`config.mk`:
```
export PLATFORM = sky130hd
export DESIGN_NAME = wb_mem_arb_flat
export DESIGN_NICKNAME = d
export VERILOG_FILES = /design/src/rtl/wb_mem_arb_if.sv /design/src/rtl/wb_mem_arb.sv /design/src/flat_wrapper.sv
export SDC_FILE = /design/constraint.sdc
export NUM_CORES = 1
export LEC_CHECK = 0
export CORE_MARGIN = 2
export CORE_UTILIZATION = 51
export DETAILED_ROUTE_END_ITERATION = 8
export GPL_ROUTABILITY_DRIVEN = 0
export MAX_ROUTING_LAYER = met4
export PLACE_DENSITY = 0.87
export SYNTH_ARGS = -nofsm -noshare
export SYNTH_HDL_FRONTEND = slang
export SYNTH_SLANG_ARGS = --single-unit
export TNS_END_PERCENT = 100
```
`constraint.sdc`:
```
create_clock -name clk_i -period 11.7 [get_ports clk_i]
set_input_delay 1.17 -clock clk_i [delete_from_list [all_inputs] [get_ports clk_i]]
set_output_delay 1.17 -clock clk_i [all_outputs]
set_load 0.005 [all_outputs]
```
`src/rtl/wb_mem_arb_if.sv`:
```
// Bus bundle for wb_mem_arb: instruction port, data port and the downstream
// port towards the QSPI memory controller.
// The slave modport is the arbiter's own view. The master modport is the view
// of everything around it (CPU and memory controller).
interface wb_mem_arb_if;
  logic        wb_imem_stb_i;
  logic [31:0] wb_imem_adr_i;
  logic        wb_imem_ack_o;
  logic [31:0] wb_imem_dat_o;

  logic        wb_dmem_stb_i;
  logic        wb_dmem_we_i;
  logic [3:0]  wb_dmem_be_i;
  logic [31:0] wb_dmem_adr_i;
  logic [31:0] wb_dmem_dat_i;
  logic        wb_dmem_ack_o;
  logic [31:0] wb_dmem_dat_o;

  logic        wb_mem_stb_o;
  logic        wb_mem_we_o;
  logic [3:0]  wb_mem_be_o;
  logic [21:0] wb_mem_adr_o;
  logic [31:0] wb_mem_dat_o;
  logic        wb_mem_ack_i;
  logic [31:0] wb_mem_dat_i;
  logic        sel_rom_ram_o;

  modport slave (
    input  wb_imem_stb_i, wb_imem_adr_i,
    output wb_imem_ack_o, wb_imem_dat_o,
    input  wb_dmem_stb_i, wb_dmem_we_i, wb_dmem_be_i, wb_dmem_adr_i, wb_dmem_dat_i,
    output wb_dmem_ack_o, wb_dmem_dat_o,
    output wb_mem_stb_o, wb_mem_we_o, wb_mem_be_o, wb_mem_adr_o, wb_mem_dat_o, sel_rom_ram_o,
    input  wb_mem_ack_i, wb_mem_dat_i
  );

  modport master (
    output wb_imem_stb_i, wb_imem_adr_i,
    input  wb_imem_ack_o, wb_imem_dat_o,
    output wb_dmem_stb_i, wb_dmem_we_i, wb_dmem_be_i, wb_dmem_adr_i, wb_dmem_dat_i,
    input  wb_dmem_ack_o, wb_dmem_dat_o,
    input  wb_mem_stb_o, wb_mem_we_o, wb_mem_be_o, wb_mem_adr_o, wb_mem_dat_o, sel_rom_ram_o,
    output wb_mem_ack_i, wb_mem_dat_i
  );
endinterface

```
`src/rtl/wb_mem_arb.sv`:
```
// Arbiter between the instruction and data Wishbone ports and one QSPI memory
// controller. It has a one-word instruction prefetch buffer.
// Data requests win over instruction requests. An instruction fetch that hits
// the buffer is answered without going downstream. After each instruction
// fetch the following word is read into the buffer in the background.
module wb_mem_arb #(
  parameter int PREFETCH_EN = 1
) (
  input logic        clk_i,
  input logic        rst_i,
  wb_mem_arb_if.slave bus
);

  typedef enum logic [2:0] {IDLE, DATA, INSTR, PREF, HIT} state_t;

  state_t      r_state;
  state_t      w_nextState;

  logic        r_memStb;
  logic        r_memWe;
  logic [3:0]  r_memBe;
  logic [21:0] r_memAdr;
  logic [31:0] r_memDat;
  logic        r_sel;

  logic        r_bufValid;
  logic        r_bufSel;
  logic [21:0] r_bufTag;
  logic [31:0] r_bufData;

  logic [21:0] w_iWord;
  logic        w_iSel;
  logic [21:0] w_dWord;
  logic        w_dSel;
  logic        w_hit;
  logic        w_memDone;
  logic [21:0] w_pfBase;
  logic        w_pfSel;
  logic [21:0] w_pfWord;
  logic        w_pfOk;
  logic        w_prefMatch;
  logic        w_imemAck;
  logic [31:0] w_imemDat;
  logic        w_dmemAck;
  logic [31:0] w_dmemDat;
  logic        w_unusedBits;

  // Upper byte-address bits and the byte offset play no part in decoding.
  assign w_unusedBits = ^{bus.wb_imem_adr_i[31:25], bus.wb_imem_adr_i[1:0],
                          bus.wb_dmem_adr_i[31:25], bus.wb_dmem_adr_i[1:0]};

  assign w_iWord   = bus.wb_imem_adr_i[23:2];
  assign w_iSel    = bus.wb_imem_adr_i[24];
  assign w_dWord   = bus.wb_dmem_adr_i[23:2];
  assign w_dSel    = bus.wb_dmem_adr_i[24];
  assign w_hit     = (PREFETCH_EN != 0) && r_bufValid && (r_bufTag == w_iWord) && (r_bufSel == w_iSel);
  assign w_memDone = r_memStb && bus.wb_mem_ack_i;

  // Prefetch follows the word just served: the buffer tag after a hit, or
  // the word just fetched downstream after a miss.
  assign w_pfBase    = (r_state == HIT) ? r_bufTag : r_memAdr;
  assign w_pfSel     = (r_state == HIT) ? r_bufSel : r_sel;
  assign w_pfWord    = w_pfBase + 22'd1;
  assign w_pfOk      = (PREFETCH_EN != 0) && !bus.wb_dmem_stb_i && (w_pfBase != 22'h3FFFFF) &&
                       !(r_bufValid && (r_bufTag == w_pfWord) && (r_bufSel == w_pfSel));
  assign w_prefMatch = (w_iWord == r_memAdr) && (w_iSel == r_sel);

  assign bus.wb_imem_ack_o = w_imemAck;
  assign bus.wb_imem_dat_o = w_imemDat;
  assign bus.wb_dmem_ack_o = w_dmemAck;
  assign bus.wb_dmem_dat_o = w_dmemDat;
  assign bus.wb_mem_stb_o  = r_memStb;
  assign bus.wb_mem_we_o   = r_memWe;
  assign bus.wb_mem_be_o   = r_memBe;
  assign bus.wb_mem_adr_o  = r_memAdr;
  assign bus.wb_mem_dat_o  = r_memDat;
  assign bus.sel_rom_ram_o = r_sel;

  // State register.
  always_ff @(posedge clk_i) begin
    if (rst_i) r_state <= IDLE;
    else       r_state <= w_nextState;
  end

  // Next state and upstream acks. Each ack fires only for the port that owns the state, and only while that port still holds stb.
  always_comb begin
    w_nextState = r_state;
    w_imemAck   = 1'b0;
    w_imemDat   = '0;
    w_dmemAck   = 1'b0;
    w_dmemDat   = '0;
    case (r_state)
      IDLE: begin
        if (bus.wb_dmem_stb_i)              w_nextState = DATA;
        else if (bus.wb_imem_stb_i && w_hit) w_nextState = HIT;
        else if (bus.wb_imem_stb_i)          w_nextState = INSTR;
      end
      DATA: begin
        if (w_memDone) begin
          w_dmemAck   = bus.wb_dmem_stb_i;
          w_dmemDat   = bus.wb_dmem_stb_i ? bus.wb_mem_dat_i : 32'h0;
          w_nextState = IDLE;
        end
      end
      INSTR: begin
        if (w_memDone) begin
          w_imemAck   = bus.wb_imem_stb_i;
          w_imemDat   = bus.wb_imem_stb_i ? bus.wb_mem_dat_i : 32'h0;
          w_nextState = w_pfOk ? PREF : IDLE;
        end
      end
      PREF: begin
        if (w_memDone) begin
          if (bus.wb_imem_stb_i && w_prefMatch) begin
            w_imemAck = 1'b1;
            w_imemDat = bus.wb_mem_dat_i;
          end
          w_nextState = IDLE;
        end
      end
      HIT: begin
        w_imemAck   = bus.wb_imem_stb_i;
        w_imemDat   = bus.wb_imem_stb_i ? r_bufData : 32'h0;
        w_nextState = w_pfOk ? PREF : IDLE;
      end
      default: w_nextState = IDLE;
    endcase
    if (rst_i) begin
      w_imemAck = 1'b0;
      w_imemDat = '0;
      w_dmemAck = 1'b0;
      w_dmemDat = '0;
    end
  end

  // Downstream request registers and prefetch buffer. While stb is up the fields never change, and a prefetch always raises stb one cycle after entering PREF.
  always_ff @(posedge clk_i) begin
    if (rst_i) begin
      r_memStb   <= 1'b0;
      r_memWe    <= 1'b0;
      r_memBe    <= 4'h0;
      r_memAdr   <= '0;
      r_memDat   <= '0;
      r_sel      <= 1'b0;
      r_bufValid <= 1'b0;
      r_bufSel   <= 1'b0;
      r_bufTag   <= '0;
      r_bufData  <= '0;
    end else begin
      case (r_state)
        IDLE: begin
          if (bus.wb_dmem_stb_i) begin
            r_memStb <= 1'b1;
            r_memWe  <= bus.wb_dmem_we_i;
            r_memBe  <= bus.wb_dmem_be_i;
            r_memAdr <= w_dWord;
            r_memDat <= bus.wb_dmem_dat_i;
            r_sel    <= w_dSel;
            if (bus.wb_dmem_we_i && (w_dWord == r_bufTag)) r_bufValid <= 1'b0;
          end else if (bus.wb_imem_stb_i && !w_hit) begin
            r_memStb <= 1'b1;
            r_memWe  <= 1'b0;
            r_memBe  <= 4'hF;
            r_memAdr <= w_iWord;
            r_memDat <= '0;
            r_sel    <= w_iSel;
          end
        end
        DATA: begin
          if (w_memDone) r_memStb <= 1'b0;
        end
        INSTR: begin
          if (w_memDone) begin
            r_memStb <= 1'b0;
            if (w_nextState == PREF) r_memAdr <= w_pfWord;
          end
        end
        PREF: begin
          if (!r_memStb) begin
            r_memStb <= 1'b1;
          end else if (w_memDone) begin
            r_memStb   <= 1'b0;
            r_bufValid <= 1'b1;
            r_bufSel   <= r_sel;
            r_bufTag   <= r_memAdr;
            r_bufData  <= bus.wb_mem_dat_i;
          end
        end
        HIT: begin
          if (w_nextState == PREF) begin
            r_memWe  <= 1'b0;
            r_memBe  <= 4'hF;
            r_memAdr <= w_pfWord;
            r_memDat <= '0;
            r_sel    <= r_bufSel;
          end
        end
        default: r_memStb <= 1'b0;
      endcase
    end
  end

endmodule
```
`src/flat_wrapper.sv`:
```
// flat-port wrapper written by rule: the top's interface ports become plain ports
module wb_mem_arb_flat 
#(
  parameter int PREFETCH_EN = 1
)
  (clk_i, rst_i, bus_wb_imem_stb_i, bus_wb_imem_adr_i, bus_wb_imem_ack_o, bus_wb_imem_dat_o, bus_wb_dmem_stb_i, bus_wb_dmem_we_i, bus_wb_dmem_be_i, bus_wb_dmem_adr_i, bus_wb_dmem_dat_i, bus_wb_dmem_ack_o, bus_wb_dmem_dat_o, bus_wb_mem_stb_o, bus_wb_mem_we_o, bus_wb_mem_be_o, bus_wb_mem_adr_o, bus_wb_mem_dat_o, bus_sel_rom_ram_o, bus_wb_mem_ack_i, bus_wb_mem_dat_i);
  wb_mem_arb_if bus_i ();
  input logic clk_i;
  input logic rst_i;
  input wire logic [$bits(bus_i.wb_imem_stb_i)-1:0] bus_wb_imem_stb_i;
  input wire logic [$bits(bus_i.wb_imem_adr_i)-1:0] bus_wb_imem_adr_i;
  output wire logic [$bits(bus_i.wb_imem_ack_o)-1:0] bus_wb_imem_ack_o;
  output wire logic [$bits(bus_i.wb_imem_dat_o)-1:0] bus_wb_imem_dat_o;
  input wire logic [$bits(bus_i.wb_dmem_stb_i)-1:0] bus_wb_dmem_stb_i;
  input wire logic [$bits(bus_i.wb_dmem_we_i)-1:0] bus_wb_dmem_we_i;
  input wire logic [$bits(bus_i.wb_dmem_be_i)-1:0] bus_wb_dmem_be_i;
  input wire logic [$bits(bus_i.wb_dmem_adr_i)-1:0] bus_wb_dmem_adr_i;
  input wire logic [$bits(bus_i.wb_dmem_dat_i)-1:0] bus_wb_dmem_dat_i;
  output wire logic [$bits(bus_i.wb_dmem_ack_o)-1:0] bus_wb_dmem_ack_o;
  output wire logic [$bits(bus_i.wb_dmem_dat_o)-1:0] bus_wb_dmem_dat_o;
  output wire logic [$bits(bus_i.wb_mem_stb_o)-1:0] bus_wb_mem_stb_o;
  output wire logic [$bits(bus_i.wb_mem_we_o)-1:0] bus_wb_mem_we_o;
  output wire logic [$bits(bus_i.wb_mem_be_o)-1:0] bus_wb_mem_be_o;
  output wire logic [$bits(bus_i.wb_mem_adr_o)-1:0] bus_wb_mem_adr_o;
  output wire logic [$bits(bus_i.wb_mem_dat_o)-1:0] bus_wb_mem_dat_o;
  output wire logic [$bits(bus_i.sel_rom_ram_o)-1:0] bus_sel_rom_ram_o;
  input wire logic [$bits(bus_i.wb_mem_ack_i)-1:0] bus_wb_mem_ack_i;
  input wire logic [$bits(bus_i.wb_mem_dat_i)-1:0] bus_wb_mem_dat_i;
  assign bus_i.wb_imem_stb_i = bus_wb_imem_stb_i;
  assign bus_i.wb_imem_adr_i = bus_wb_imem_adr_i;
  assign bus_wb_imem_ack_o = bus_i.wb_imem_ack_o;
  assign bus_wb_imem_dat_o = bus_i.wb_imem_dat_o;
  assign bus_i.wb_dmem_stb_i = bus_wb_dmem_stb_i;
  assign bus_i.wb_dmem_we_i = bus_wb_dmem_we_i;
  assign bus_i.wb_dmem_be_i = bus_wb_dmem_be_i;
  assign bus_i.wb_dmem_adr_i = bus_wb_dmem_adr_i;
  assign bus_i.wb_dmem_dat_i = bus_wb_dmem_dat_i;
  assign bus_wb_dmem_ack_o = bus_i.wb_dmem_ack_o;
  assign bus_wb_dmem_dat_o = bus_i.wb_dmem_dat_o;
  assign bus_wb_mem_stb_o = bus_i.wb_mem_stb_o;
  assign bus_wb_mem_we_o = bus_i.wb_mem_we_o;
  assign bus_wb_mem_be_o = bus_i.wb_mem_be_o;
  assign bus_wb_mem_adr_o = bus_i.wb_mem_adr_o;
  assign bus_wb_mem_dat_o = bus_i.wb_mem_dat_o;
  assign bus_sel_rom_ram_o = bus_i.sel_rom_ram_o;
  assign bus_i.wb_mem_ack_i = bus_wb_mem_ack_i;
  assign bus_i.wb_mem_dat_i = bus_wb_mem_dat_i;
  wb_mem_arb #(.PREFETCH_EN(PREFETCH_EN)) u_core (.clk_i(clk_i), .rst_i(rst_i), .bus(bus_i));
endmodule
```
==> run_results.csv, run 1 <==
group,metric,value,unit
status,outcome,"complete, no violations",
logic_synthesis,yosysWarnings,0,
global_routing,grt-ovfl-total,0,
clocking,cts_inserted_buffers,17,
logic_synthesis,synthTopCellsByArea,"dfxtp_1 (29%), nand2_1 (8.1%), xor2_1 (7.7%)",
timing,layout_setup_ws,6.29,ns
clocking,cts.repair.resized,0,
setup_path,max_stage_delay,0.58,ns
logic_synthesis,yosysTopAreaCellShare,28.6,%
clocking,cts_hold_buf,0,
finish,drive_above_1_share,5.36,%
logic_synthesis,synth-seq-area-share,28.6,%
timing,hold_viol,0,
pwr,leakage,3.94,nW
timing,setup_tns,0,ns
finish,area_growth,33.8,%
setup_path,path_max_fanout,33,
setup_path,cpMostUsedCell,"clkdlybuf4s50_1",
setup_path,cp_data_arrival_time,4.24,ns
setup_path,criticalPathCategory,"in2out",
timing,finalClockSkew,0.0121,ns
hold_path,min_path_type,"reg2reg",
logic_synthesis,synth.most_common_cell,"nand2_1",
logic_synthesis,yosys_register_bits,120,
clocking,clockBufferDepth,2,
logic_synthesis,synth_nets,1282,
die,core,16000,µm²
timing,setup_violations,0,
setup_path,r2r_slack,6.67,ns
clocking,worstSkewPairLatency,0.43,ns
global_routing,grt_start_max_net_pins,85,
die,die_x,132,µm
detailed_routing,drtPass1Iterations,8,
detailed_routing,vias,9252,
placed_design,dp.cells,1489,
pwr,internal-power,0.874,mW
setup_path,cp-end-kind,"output port",
setup_path,critPathLaunchType,"input pin",
global_routing,grt_pass1_vias,8880,
die,initial_utilization,52.4,%
run,drv_cap,0,
pwr,comb_power_share,25.0,%
pwr,irDropWorstVdd,110,µV
timing,finalCriticalPeriod,5.41,ns
pwr,seq_power_share,37.4,%
finish,design_area,11200,µm²
detailed_routing,wl,29.1,mm
logic_synthesis,async_flop_share,0,%
die,die_area,17500,µm²
logic_synthesis,yosysTopAreaCell,"dfxtp_1",
finish,layoutNonFillerInstCount,1522,
clocking,clk_pin_slew,0.06,ns
detailed_routing,vias_per_cell,6.08,
clocking,cts_tree,"yes",
die,dieHeight,132,µm
setup_path,required,10.53,ns
setup_path,r2r_cells,13,
clocking,cts_setup_buffers,0,
setup_path,r2r-end,"u_core.bus.wb_mem_adr_o[7]",
detailed_routing,first_iter_violations,1064,
pwr,swShare,33.1,%
timing,finalCritPeriodShare,46.2,%
detailed_routing,ant_nets,0,
hold_path,hp-start,"u_core.r_bufData[11]",
timing,relSlewSlack,14.0,%
logic_synthesis,ys_top_cells_by_count,"nand2_1 (180), dfxtp_1 (120), a21oi_1 (100)",
placed_design,io_buffers,246,
timing,worst_pin_slew,1.29,ns
finish,nets,1431,
clocking,cts.sinks,120,
placed_design,dp_slack,6.53,ns
logic_synthesis,netlist_instances,1143,
pwr,p_total,1.31,mW
timing,fmax,185,MHz
logic_synthesis,synth-main-ff-cell,"dfxtp_1",
timing,grt_setup_unrepaired,"no",
global_routing,grt_util_all_layers,33.7,%
global_routing,antenna_found_initial,1,
logic_synthesis,synth.distinct_cells,66,
pwr,clockPowerShare,37.6,%
timing,fin_hold_ws,0.457,ns
hold_path,whs_endpoint,"u_core.r_bufData[11]",
detailed_routing,wl_per_cell,19.1,µm
setup_path,r2r-start,"u_core.r_state[2]",
hold_path,hold_depth,2,
clocking,htree_levels,4,
logic_synthesis,synth-edff-count,0,
setup_path,critical-path-slowest-cell,"clkdlybuf4s50_1",
global_routing,grt_pass1_wl,46.4,mm
clocking,clockRootBuffer,"clkbuf_16",
die,row_count,46,
die,top_level_ports,265,
placed_design,post-dp-hpwl,19.6,mm
finish,utilization,70.1,%
setup_path,path_cells,"clkdlybuf4s50_1 > xor2_1 > nor4_1 > nand4_1 > o31ai_1 > and3_1 > buf_4 > a22oi_1 > nor2_1 > clkdlybuf4s50_1",
pwr,power_density,116,nW/µm²
pwr,switchingPower,0.433,mW
placed_design,postPlaceCellArea,10700,µm²
timing,slew_viol_final,0,
detailed_routing,drc,0,
logic_synthesis,synth.avg_cell_area,7.34,µm²
logic_synthesis,netlist_area,8390,µm²
==> power by group through the flow <==
stage / Combinational, mW / Sequential, mW / Clock (mW)
after floorplan: 0.205 / 0.463 / 0
after global placement: 0.314 / 0.495 / 0
after detailed placement: 0.319 / 0.496 / 0
after CTS: 0.321 / 0.487 / 0.495
after global routing: 0.353 / 0.494 / 0.515
final: 0.326 / 0.489 / 0.491
==> routing by layer <==
| layer | GRT usage, % | wire length, µm | up-vias |
|---|---|---|---|
| met5 | - | 0 | - |
| met4 | 15.2 | 1300 | 0 |
| met3 | 9.57 | 3240 | 139 |
| met2 | 53.8 | 13700 | 603 |
| met1 | 39.4 | 10900 | 4256 |
| li1 | - | - | 4254 |
==> final cells by class <==
class | instances | area (µm²)
tap | 216 | 270
clock inverter | 14 | 118
inverter | 3 | 11.3
timing repair buffer | 254 | 2510
multi-input combinational | 896 | 5470
antenna | 1 | 2.50
fill | 1314 | 4780
clock buffer | 18 | 429
sequential | 120 | 2400
==> critical path: cells and delay by family <==
kind	cells	cell delay, ns
AO/OA/AOI/OAI	2	0.44
AND/OR/NAND/NOR	4	0.90
XOR/XNOR	1	0.22
buffers and inverters	3	1.49
==> registers in the layout (all words and copies together), names as in the netlist <==
name and count:
u_core.bus.sel_rom_ram_o 1, u_core.bus.wb_mem_adr_o 22, u_core.bus.wb_mem_be_o 4, u_core.bus.wb_mem_dat_o 32, u_core.bus.wb_mem_stb_o 1, u_core.bus.wb_mem_we_o 1
u_core.r_bufData 32, u_core.r_bufSel 1, u_core.r_bufTag 22, u_core.r_bufValid 1, u_core.r_state 3
==> cell usage in the layout (no fill, tap or decap), types with 24 or more instances in the layout <==
cell / count
nor2_1: 82
xnor2_1: 45
clkdlybuf4s50_1: 244
a21oi_1: 100
and2_1: 36
xor2_1: 74
mux2i_1: 37
o21ai_0: 58
nand4_1: 24
a22oi_1: 34
nand2_1: 179
nand3b_1: 36
dfxtp_1: 120
nand3_1: 25
==> cell families (layout without fill, tap and decap cells) <==
logic type,Yosys count,in the layout,synth area share [%]
buf+inv,127,289,6.44
xor+xnor,121,121,12.9
flops,120,120,28.6
fa+ha+maj,1,1,0.149
mux,40,40,4.82
simple gates,479,479,28.8
other cells,0,1,0
compound gates,255,255,18.3
==> worst max-delay path by stage <==
stage          slack (ns)                  from                          end  cells past startpoint
2_1_floorplan        7.25     u_core.r_state[0]  u_core.bus.wb_mem_adr_o[19]                     22
3_3_place_gp         6.53  bus_wb_imem_adr_i[5]        bus_wb_imem_dat_o[17]                     10
3_5_place_dp         6.53  bus_wb_imem_adr_i[5]         bus_wb_imem_dat_o[5]                     10
4_1_cts              6.42  bus_wb_imem_adr_i[5]        bus_wb_imem_dat_o[28]                     10
5_1_grt              6.18     u_core.r_state[2]        bus_wb_imem_dat_o[28]                      6
6_report             6.29  bus_wb_imem_adr_i[4]        bus_wb_imem_dat_o[28]                     10
Note: power is estimated with default switching activity, not from simulation.
==> run 2, diff against run 1 <==
CORE_UTILIZATION = 48   (was 51)
PLACE_DENSITY = 0.82   (was 0.87)
clock period = 5.3 ns   (was 11.7 ns; I/O delays follow)
==> run_results.csv, run 2 (same netlist as run 1, synthesis figures left out) <==
group,metric,value,unit
status,outcome,"complete, no violations",
clocking,cts_hold_buf,0,
setup_path,required,5.59,ns
global_routing,grt_pass1_vias,8698,
clocking,cts.repair.resized,0,
finish,utilization,66.0,%
die,dieHeight,136,µm
setup_path,cp_data_arrival_time,4.77,ns
die,row_count,48,
finish,drive_above_1_share,5.50,%
timing,fin_hold_ws,0.457,ns
finish,area_growth,35.2,%
die,core,17200,µm²
timing,relSlewSlack,21.7,%
clocking,worstSkewPairLatency,0.42,ns
pwr,irDropWorstVdd,307,µV
timing,setup_tns,0,ns
setup_path,cpMostUsedCell,"nand2_1",
detailed_routing,ant_nets,0,
setup_path,critPathLaunchType,"register",
pwr,power_density,271,nW/µm²
timing,finalCriticalPeriod,4.48,ns
detailed_routing,wl_per_cell,18.9,µm
clocking,clockBufferDepth,2,
setup_path,crit_family,"simple AND/OR/NAND/NOR gates",
finish,layout_common_cells,"clkdlybuf4s50_1 (244), nand2_1 (179), dfxtp_1 (120)",
placed_design,post-dp-hpwl,20.1,mm
setup_path,path_buf_inv,1,
setup_path,cp_num_cells,12,
setup_path,max_stage_delay,0.60,ns
setup_path,cp-end-kind,"register",
global_routing,grt_util_all_layers,31.8,%
die,top_level_ports,265,
detailed_routing,wl,29.0,mm
detailed_routing,drtPass1Iterations,5,
clocking,cts_setup_buffers,0,
setup_path,critical-path-slowest-cell,"dfxtp_1",
clocking,cts.sinks,120,
timing,slew_viol_final,0,
detailed_routing,vias,9180,
setup_path,path_max_fanout,43,
timing,setup_violations,0,
finish,nets,1434,
timing,fmax,223,MHz
global_routing,antenna_found_initial,0,
finish,antennaDiodeCount,0,
timing,worst_pin_slew,1.17,ns
die,die_area,18500,µm²
timing,hold_viol,0,
timing,finalClockSkew,0.0151,ns
finish,fillers,1458,
detailed_routing,vias_per_cell,5.99,
timing,grt_setup_unrepaired,"no",
finish,final_common_cell,"clkdlybuf4s50_1",
hold_path,min_path_type,"reg2reg",
pwr,leakage,4.00,nW
setup_path,path_cells,"nor3b_4 > nand2_1 > nand2_1 > ha_1 > nand4_1 > nor4_2 > o21ai_1 > o31a_1 > nand2b_1 > nand3_2 > buf_4 > o21ai_0",
setup_path,criticalPathCategory,"reg2reg",
detailed_routing,first_iter_violations,906,
clocking,clk_pin_slew,0.06,ns
die,initial_utilization,48.8,%
global_routing,grt_start_max_net_pins,86,
clocking,cts_inserted_buffers,17,
placed_design,io_buffers,246,
finish,multi_input_area,5470,µm²
die,die_x,136,µm
run,drv_cap,0,
setup_path,r2r_cells,12,
clocking,htree_levels,4,
global_routing,grt_pass1_wl,45.3,mm
clocking,cts_tree,"yes",
finish,seq_area,2400,µm²
detailed_routing,drc,0,
clocking,clockRootBuffer,"clkbuf_16",
hold_path,hold_depth,2,
global_routing,grt-ovfl-total,0,
timing,finalCritPeriodShare,84.5,%
==> run 2: cell count changes in the layout (fill, tap and decap cells not counted) <==
cell / delta
clkbuf_1: +1
inv_8: -2
bufinv_16: +4
clkinv_4: -2
clkbuf_8: +3
buf_4: +3
clkinv_2: -1
inv_6: -3
diode_2: -1
==> run 2: layout make-up <==
cell class | count | area share (%)
clock buffer | 22 | 4.18
clock inverter | 10 | 1.47
inverter | 3 | 0.0993
multi-input combinational | 896 | 48.2
sequential | 120 | 21.2
tap | 225 | 2.48
timing repair buffer | 257 | 22.4
==> run 2: where the power goes <==
| part | internal, mW | leakage (nW) | switching [mW] |
|---|---|---|---|
| sequential | 0.964 | 0.976 | 0.115 |
| combinational | 0.357 | 2.71 | 0.368 |
| clock | 0.827 | 0.307 | 0.446 |
| total | 2.15 | 4.00 | 0.929 |
==> run 2: layer usage <==
layer | vias to the layer above | track usage, % | part of all wire (%)
met4 | 0 | 14.8 | 4.3
met3 | 137 | 8.69 | 10
met5 | - | - | 0
li1 | 4248 | - | -
met2 | 555 | 49.3 | 46
met1 | 4240 | 38.4 | 40
==> run 2: final timing paths <==
| check | slack [ns] | startpoint | to |
|---|---|---|---|
| worst min-delay path | 0.46 | u_core.r_bufData[8] | u_core.r_bufData[8] |
| worst max register to register | 0.82 | u_core.r_state[2] | u_core.bus.wb_mem_dat_o[26] |
| worst max-delay path | 0.82 | u_core.r_state[2] | u_core.bus.wb_mem_dat_o[26] |
| worst min register to register | 0.46 | u_core.r_bufData[8] | u_core.r_bufData[8] |
==> run 2: tightest hold or removal path: stages, from the launching register on <==
cell and delay [ns]:
dfxtp_1 0.31, nand2_1 0.05, a21oi_1 0.05
==> run 2: metrics by stage <==
| stage | power, mW | worst slack [ns] | cells | area (µm²) |
|---|---|---|---|---|
| floorplan | 1.47 | 0.846 | 1143 | 8390 |
| global route | 3.20 | 0.437 | 1533 | 11300 |
| CTS | 3.08 | 0.947 | 1533 | 11300 |
| finish | 3.08 | 0.819 | 1533 | 11300 |
| global placement | 1.79 | 1.14 | 1501 | 10700 |
| detailed placement | 1.81 | 0.997 | 1501 | 10700 |
==> run 3, diff against run 2 <==
clock period = 4.5 ns   (was 5.3 ns; I/O delays follow)
==> run_results.csv, run 3 (same netlist as run 1, synthesis figures left out) <==
group,metric,value,unit
setup_path,path_max_fanout,21,
die,initial_utilization,48.8,%
timing,fmax,245,MHz
finish,layout_common_cells,"clkdlybuf4s50_1 (244), nand2_1 (179), dfxtp_1 (120)",
placed_design,dp_slack,0.640,ns
clocking,worstSkewPairLatency,0.42,ns
timing,hold_viol,0,
timing,layout_setup_ws,0.410,ns
setup_path,critPathLaunchType,"register",
pwr,leakage,3.99,nW
die,die_area,18500,µm²
hold_path,hp-start,"u_core.r_bufData[27]",
timing,worst_pin_slew,1.18,ns
finish,fillers,1497,
pwr,irDropWorstVdd,264,µV
setup_path,cp-end-kind,"register",
detailed_routing,first_iter_violations,941,
finish,nets,1439,
die,die_x,136,µm
setup_path,r2r-start,"u_core.r_state[0]",
finish,utilization,65.9,%
clocking,cts.sinks,120,
finish,drive_above_1_share,5.95,%
placed_design,post-dp-hpwl,20.1,mm
detailed_routing,drc,0,
timing,grt_setup_unrepaired,"no",
clocking,clockBufferDepth,2,
global_routing,grt_pass1_vias,8594,
clocking,clk_pin_slew,0.06,ns
timing,setup_violations,0,
timing,setup_tns,0,ns
setup_path,cp_data_arrival_time,4.43,ns
die,top_level_ports,265,
timing,slew_viol_final,0,
finish,antennaDiodeCount,0,
die,row_count,48,
timing,finalClockSkew,0.0106,ns
clocking,cts.repair.resized,0,
setup_path,crit_start,"u_core.r_state[0]",
timing,finalCriticalPeriod,4.09,ns
clocking,cts_tree,"yes",
detailed_routing,vias,9064,
global_routing,grt-ovfl-total,0,
finish,area_growth,34.9,%
global_routing,grt_pass1_wl,45.1,mm
setup_path,criticalPathCategory,"reg2reg",
run,drv_cap,0,
setup_path,required,4.84,ns
status,outcome,"complete, no violations",
timing,finalCritPeriodShare,90.9,%
clocking,htree_levels,4,
die,dieHeight,136,µm
placed_design,io_buffers,246,
clocking,cts_hold_buf,0,
timing,fin_hold_ws,0.454,ns
die,core,17200,µm²
detailed_routing,drtPass1Iterations,6,
detailed_routing,wl,29.2,mm
global_routing,grt_util_all_layers,31.7,%
pwr,p_total,3.47,mW
detailed_routing,wl_per_cell,19.0,µm
pwr,power_density,307,nW/µm²
finish,final_common_cell,"clkdlybuf4s50_1",
detailed_routing,vias_per_cell,5.90,
hold_path,min_path_type,"reg2reg",
timing,relSlewSlack,21.4,%
global_routing,grt_start_max_net_pins,84,
global_routing,antenna_found_initial,0,
detailed_routing,ant_nets,0,
clocking,cts_setup_buffers,0,
clocking,cts_inserted_buffers,17,
clocking,clockRootBuffer,"clkbuf_16",
## run 3: cell types whose count changed in the layout (fill, tap and decap cells not counted)
cell	before	now
buf_4	12	16
bufinv_16	4	1
inv_8	0	1
clkbuf_8	3	0
buf_12	0	1
clkbuf_1	2	0
inv_6	1	6
clkinv_4	2	3
## run 3: final cells by class
cell class                      instances  area, µm²  share of cell area, %
Multi-Input combinational cell        896       5470                   48.3
Clock inverter                         14        140                   1.24
Timing Repair Buffer                  262       2590                   22.9
Clock buffer                           17        425                   3.76
Sequential cell                       120       2400                   21.2
Tap cell                              225        282                   2.49
Inverter                                3       11.3                 0.0995
## run 3: power breakdown
| group | leakage, nW | switching (mW) | total [mW] | internal, mW |
|---|---|---|---|---|
| Sequential | 0.976 | 0.121 | 1.26 | 1.14 |
| Clock | 0.273 | 0.562 | 1.33 | 0.771 |
| Combinational | 2.74 | 0.448 | 0.882 | 0.434 |
| Total | 3.99 | 1.13 | 3.47 | 2.34 |
## run 3: worst paths after layout
| path | cells after the start | end | slack [ns] |
|---|---|---|---|
| worst max-delay path | 13 | u_core.bus.wb_mem_adr_o[1] | 0.41 |
| worst min-delay path | 2 | u_core.r_bufData[27] | 0.45 |
| worst max register to register | 13 | u_core.bus.wb_mem_adr_o[1] | 0.41 |
| worst min register to register | 2 | u_core.r_bufData[27] | 0.45 |
## run 3: metrics by stage
stage | cell area [µm²] | instances
floorplan | 8390 | 1143
global placement | 10800 | 1506
detailed placement | 10800 | 1506
CTS | 11300 | 1537
global route | 11300 | 1537
finish | 11300 | 1537
## run 3: metal layers
metal | vias up | global-route usage [%] | share of wire (%)
li1 | 4259 | - | -
met1 | 4135 | 37.9 | 39
met2 | 546 | 49.9 | 47
met3 | 124 | 8.91 | 10
met4 | 0 | 13.9 | 3.9
met5 | - | - | 0
## run 3: worst max-delay path, cell delays in order (launching register included)
cell and delay [ns]:
dfxtp_1 0.37, nor3b_4 0.42, nand2_1 0.10, nand2_1 0.10, ha_1 0.37, nand4_1 0.33, nor3_1 0.25, nor4b_1 0.08
a2111oi_0 0.70, nand4_1 0.20, and4b_1 0.38, and4_4 0.45, o21ai_1 0.09, a21oi_1 0.16
